[src/rtl/porti_pkg.sv]
// Shared constants for the porti_capture input-port peripheral: register
// addresses on the peripheral bus and the debounce counter width.
package porti_pkg;

  localparam logic [1:0] PCAP_LEVEL = 2'd0;
  localparam logic [1:0] PCAP_RISE  = 2'd1;
  localparam logic [1:0] PCAP_FALL  = 2'd2;
  localparam logic [1:0] PCAP_MASK  = 2'd3;

  localparam int PCAP_CNTW = 8;

endpackage

[src/rtl/porti_debounce.sv]
// One input line: two-flop synchronizer, debounce counter, stable value and
// single-cycle edge pulses that coincide with the stable value changing.
module porti_debounce
  import porti_pkg::*;
#(
  parameter int DEBOUNCE = 4
) (
  input  logic clk,
  input  logic rst,
  input  logic din,
  output logic stable,
  output logic rise,
  output logic fall
);

  localparam logic [PCAP_CNTW-1:0] CNT_LAST = PCAP_CNTW'(DEBOUNCE - 1);

  logic                 s1_q, s2_q;
  logic                 stable_q, stable_d;
  logic [PCAP_CNTW-1:0] cnt_q, cnt_d;

  // NOTE: every output of this block gets a default first so no path leaves
  // a signal unassigned, which would otherwise infer a latch.
  always_comb begin
    stable_d = stable_q;
    cnt_d    = cnt_q;
    rise     = 1'b0;
    fall     = 1'b0;
    if (s2_q == stable_q) begin
      cnt_d = '0;
    end else if (cnt_q == CNT_LAST) begin
      stable_d = s2_q;
      cnt_d    = '0;
      rise     = s2_q;
      fall     = ~s2_q;
    end else begin
      cnt_d = cnt_q + PCAP_CNTW'(1);
    end
  end

  // NOTE: state registers use non-blocking assignments so every flop samples
  // pre-edge values; blocking here would collapse the synchronizer stages.
  always_ff @(posedge clk or posedge rst) begin
    if (rst) begin
      s1_q     <= 1'b0;
      s2_q     <= 1'b0;
      stable_q <= 1'b0;
      cnt_q    <= '0;
    end else begin
      s1_q     <= din;
      s2_q     <= s1_q;
      stable_q <= stable_d;
      cnt_q    <= cnt_d;
    end
  end

  assign stable = stable_q;

endmodule

[src/rtl/porti_capture.sv]
// Memory-mapped input port: per-bit debounce, sticky write-1-to-clear edge
// flags, interrupt mask and a registered level interrupt request.
module porti_capture
  import porti_pkg::*;
#(
  parameter int WIDTH    = 32,
  parameter int DEBOUNCE = 4
) (
  input  logic             CLK,
  input  logic             RESET,
  input  logic [WIDTH-1:0] PORTI,
  input  logic             cs,
  input  logic             wen,
  input  logic [1:0]       addr,
  input  logic [WIDTH-1:0] din,
  output logic [WIDTH-1:0] dout,
  output logic             irq
);

  logic [WIDTH-1:0] level, rise_set, fall_set;
  logic [WIDTH-1:0] rise_q, rise_d, fall_q, fall_d, mask_q, mask_d;
  logic [WIDTH-1:0] rise_clr, fall_clr;
  logic             irq_q, irq_d;
  logic             wr;

  for (genvar i = 0; i < WIDTH; i++) begin : g_bit
    porti_debounce #(
      .DEBOUNCE(DEBOUNCE)
    ) u_deb (
      .clk   (CLK),
      .rst   (RESET),
      .din   (PORTI[i]),
      .stable(level[i]),
      .rise  (rise_set[i]),
      .fall  (fall_set[i])
    );
  end

  assign wr = cs & wen;

  always_comb begin
    rise_clr = '0;
    fall_clr = '0;
    mask_d   = mask_q;
    if (wr) begin
      case (addr)
        PCAP_RISE: rise_clr = din;
        PCAP_FALL: fall_clr = din;
        PCAP_MASK: mask_d   = din;
        default:   ;
      endcase
    end
    // A new edge in the same cycle as its clear keeps the flag set.
    rise_d = (rise_q & ~rise_clr) | rise_set;
    fall_d = (fall_q & ~fall_clr) | fall_set;
    irq_d  = |((rise_q | fall_q) & mask_q);
  end

  always_ff @(posedge CLK or posedge RESET) begin
    if (RESET) begin
      rise_q <= '0;
      fall_q <= '0;
      mask_q <= '0;
      irq_q  <= 1'b0;
    end else begin
      rise_q <= rise_d;
      fall_q <= fall_d;
      mask_q <= mask_d;
      irq_q  <= irq_d;
    end
  end

  always_comb begin
    dout = '0;
    case (addr)
      PCAP_LEVEL: dout = level;
      PCAP_RISE:  dout = rise_q;
      PCAP_FALL:  dout = fall_q;
      PCAP_MASK:  dout = mask_q;
      default:    dout = '0;
    endcase
  end

  assign irq = irq_q;

endmodule

[config.mk]
export PLATFORM = sky130hd
export DESIGN_NAME = porti_capture
export DESIGN_NICKNAME = d
export VERILOG_FILES = /design/src/rtl/porti_pkg.sv /design/src/rtl/porti_debounce.sv /design/src/rtl/porti_capture.sv
export SDC_FILE = /design/constraint.sdc
export NUM_CORES = 1
export LEC_CHECK = 0
export ABC_AREA = 1
export BUFFER_PORTS_ARGS = -buffer_cell sky130_fd_sc_hd__buf_4
export CORE_MARGIN = 5
export CORE_UTILIZATION = 55
export DETAILED_ROUTE_END_ITERATION = 8
export GPL_ROUTABILITY_DRIVEN = 0
export PLACE_DENSITY = 0.87
export SYNTH_ARGS = -nofsm -noshare
export SYNTH_HDL_FRONTEND = slang
export SYNTH_SLANG_ARGS = --single-unit
export TNS_END_PERCENT = 50
[constraint.sdc]
create_clock -name CLK -period 14.3 [get_ports CLK]
set_input_delay 2.86 -clock CLK [delete_from_list [all_inputs] [get_ports CLK]]
set_output_delay 2.86 -clock CLK [all_outputs]
set_load 0.05 [all_outputs]
==> flow_summary.json <==
{
  "power_density_nw_per_um2": 165,
  "critPathSlowestCell": "clkinv_1",
  "wirelength_mm": 45.9,
  "synth_nets": 2335,
  "ir_worst_vdd_v": 0.000155,
  "skew_ns": 0.0113,
  "syn_area_sq_um": 19900,
  "clk_pin_slew_worst_paths_ns": 0.06,
  "cts_buffer_depth": 3,
  "synth_top_area_share_pct": 56.4,
  "cp.arrival_ns": 4.73,
  "min_from": "g_bit[1].u_deb.s1_q",
  "hold_violations": 0,
  "htreeDepth": 2,
  "syn_area_per_cell_sq_um": 8.93,
  "drtIter0Drc": 1190,
  "first_global_vias": 16400,
  "p_leak_nw": 10.4,
  "relSlewSlack_pct": 24.6,
  "grt_max_degree": 81,
  "status": "completed",
  "filler_cell_count": 2680,
  "numCtsBuffers": 44,
  "syn_inst": 2233,
  "die_h_um": 200,
  "wl_per_cell_um": 16.1,
  "grt_pass1_wl_mm": 76.7,
  "path_max_fanout": 21,
  "final_cell_mix": "nand2_1, dfrtp_1, nor2_1",
  "dieArea_sq_um": 40100,
  "clock.fmax_mhz": 132,
  "path_class": "input pin to output pin",
  "fin_util_pct": 63.5,
  "min_period_over_period_pct": 53.1,
  "core_sq_um": 35700,
  "initial_utilization_pct": 55.9,
  "critPathMaxStageDelay_ns": 0.51,
  "r2r-start": "g_bit[22].u_deb.cnt_q[0]",
  "postCtsSetupBuffers": 0,
  "synth_cell_types": 32,
  "antenna_found_initial": 2,
  "timing.final.max_slew_violations": 0,
  "cts-root-buf": "clkbuf_16",
  "vias_per_cell": 5.60,
  "yosysSeqAreaShare_pct": 56.4,
  "cts_hold_buf": 0,
  "hold_depth": 0,
  "ioPinCount": 103,
  "cts_tree": "done",
  "drive_gt1_share_pct": 8.56,
  "worstSetupEndpointType": "output pin",
  "area_growth_pct": 13.5,
  "worst_skew_pair.late_latency_ns": 0.54,
  "hold_end": "g_bit[1].u_deb.s2_q",
  "hold-worst-slack_ns": 0.346,
  "grt-ovfl-total": 0,
  "p_total_mw": 3.74,
  "required_ns": 11.44,
  "yosys.area.top_type": "dfrtp_1",
  "tightest_slew_ns": 1.13,
  "path_cells": "buf_4, inv_2, nand2_1, clkinv_1, buf_4, nand2_1, o2111ai_1, buf_4",
  "startpoint_type": "input pin",
  "io_buffers": 102,
  "grt_setup_unrepaired": "false",
  "firstDrtPassIters": 5,
  "vias": 16000,
  "hold_class": "flip-flop to flip-flop",
  "finalNetCount": 2467,
  "n_antenna_cell": 0,
  "postRouteAntennaNets": 0,
  "dp_hpwl_mm": 31.6,
  "ys_ff_latch": 449,
  "stdcell_area_sq_um": 22600,
  "route.detailed.drc": 0,
  "cp_common_cell": "buf_4",
  "dpl-instance-area_sq_um": 21200,
  "rows": 69,
  "maxCapViolCount": 0,
  "min_period_ns": 7.59,
  "setup_tns_ns": 0,
  "r2r_cells": 6,
  "r2r_end": "g_bit[22].u_deb.cnt_q[0]",
  "final_common_cell": "nand2_1",
  "grt.total_usage_pct": 22.6,
  "yosysWarningCount": 0,
  "clock_sinks": 449,
  "yosys-top-cells-area": "dfrtp_1, nand2_1, nor2_1, o21ai_0, inv_1",
  "r2r_slack_ns": 12.77,
  "die_x_um": 200,
  "cts_resized": 0,
  "setup_viol": 0
}
## report_power, final
part	leakage (nW)	internal [mW]	switching, mW
Combinational	3.91	0.282	0.598
Clock	0.690	0.670	0.467
Sequential	5.83	1.52	0.203
Total	10.4	2.47	1.27
## cells in the mapped netlist (all sizes together)
| cell type | n |
|---|---|
| clkinv | 2 |
| xor2 | 38 |
| o21ai | 235 |
| o2111ai | 18 |
| ha | 32 |
| nand4 | 42 |
| clkbuf | 6 |
| buf | 20 |
| nand3b | 17 |
| nand3 | 51 |
| inv | 242 |
| nor3 | 90 |
| dfrtp | 449 |
| mux2 | 14 |
| or2 | 18 |
| nand2 | 456 |
| a21oi | 50 |
| xnor2 | 48 |
| and3 | 4 |
| o21bai | 29 |
| a31oi | 15 |
| nor3b | 31 |
| nor4 | 4 |
| nor2 | 322 |
## flip-flops by register name (all words and copies together), names as in the netlist
name	count
g_bit.u_deb.s1_q	32
rise_q	32
g_bit.u_deb.cnt_q	256
g_bit.u_deb.stable	32
fall_q	32
g_bit.u_deb.s2_q	32
irq	1
mask_q	32
## metrics by stage
stage,instances,worst slack (ns)
after global routing,2856,6.71
after floorplan,2233,5.37
after detailed placement,2780,6.81
after global placement,2780,6.87
after CTS,2856,6.79
final,2856,6.71
## cell type report
class                      count  area [sq um]  share of cell area, %
clock inverter                 6          82.6                  0.365
timing repair buffer         112           841                   3.72
clock buffer                  70          1330                   5.88
multi-input combinational   1514          7640                   33.8
sequential                   449         11200                   49.7
inverter                     244           920                   4.06
tap                          461           577                   2.55
## critical path, delay by kind of cell
kind	cells	cell delay (ns)
simple gates	2	0.29
compound gates	1	0.18
buf+inv	5	1.39
## kinds of logic after synthesis
kind of cell               Yosys count  share of synthesized area (%)
buffers and inverters              270                           5.34
AOI/OAI and AO/OA                  347                           9.51
and+or+nand+nor                   1035                           22.2
muxes                               14                          0.791
DFF                                449                           56.4
xor gates and xnor gates            86                           3.78
adders and majority gates           32                           2.01
## per-layer routing
metal,global-route usage [%],part of all wire [%],vias to the layer above
met2,40.0,50,624
met4,7.23,2.7,4
met3,4.54,8.1,122
li1,-,-,7530
met5,0,0.050,-
met1,28.1,39,7711
## worst max-delay path by stage
stage,slack (ns),end,startpoint
finish,6.71,dout[16],addr[0]
global route,6.71,dout[16],addr[0]
CTS,6.79,dout[16],addr[0]
detailed placement,6.81,dout[16],addr[0]
global placement,6.87,dout[16],addr[0]
floorplan,5.37,fall_q[0],RESET
Note: power is estimated with default switching activity, not from simulation.
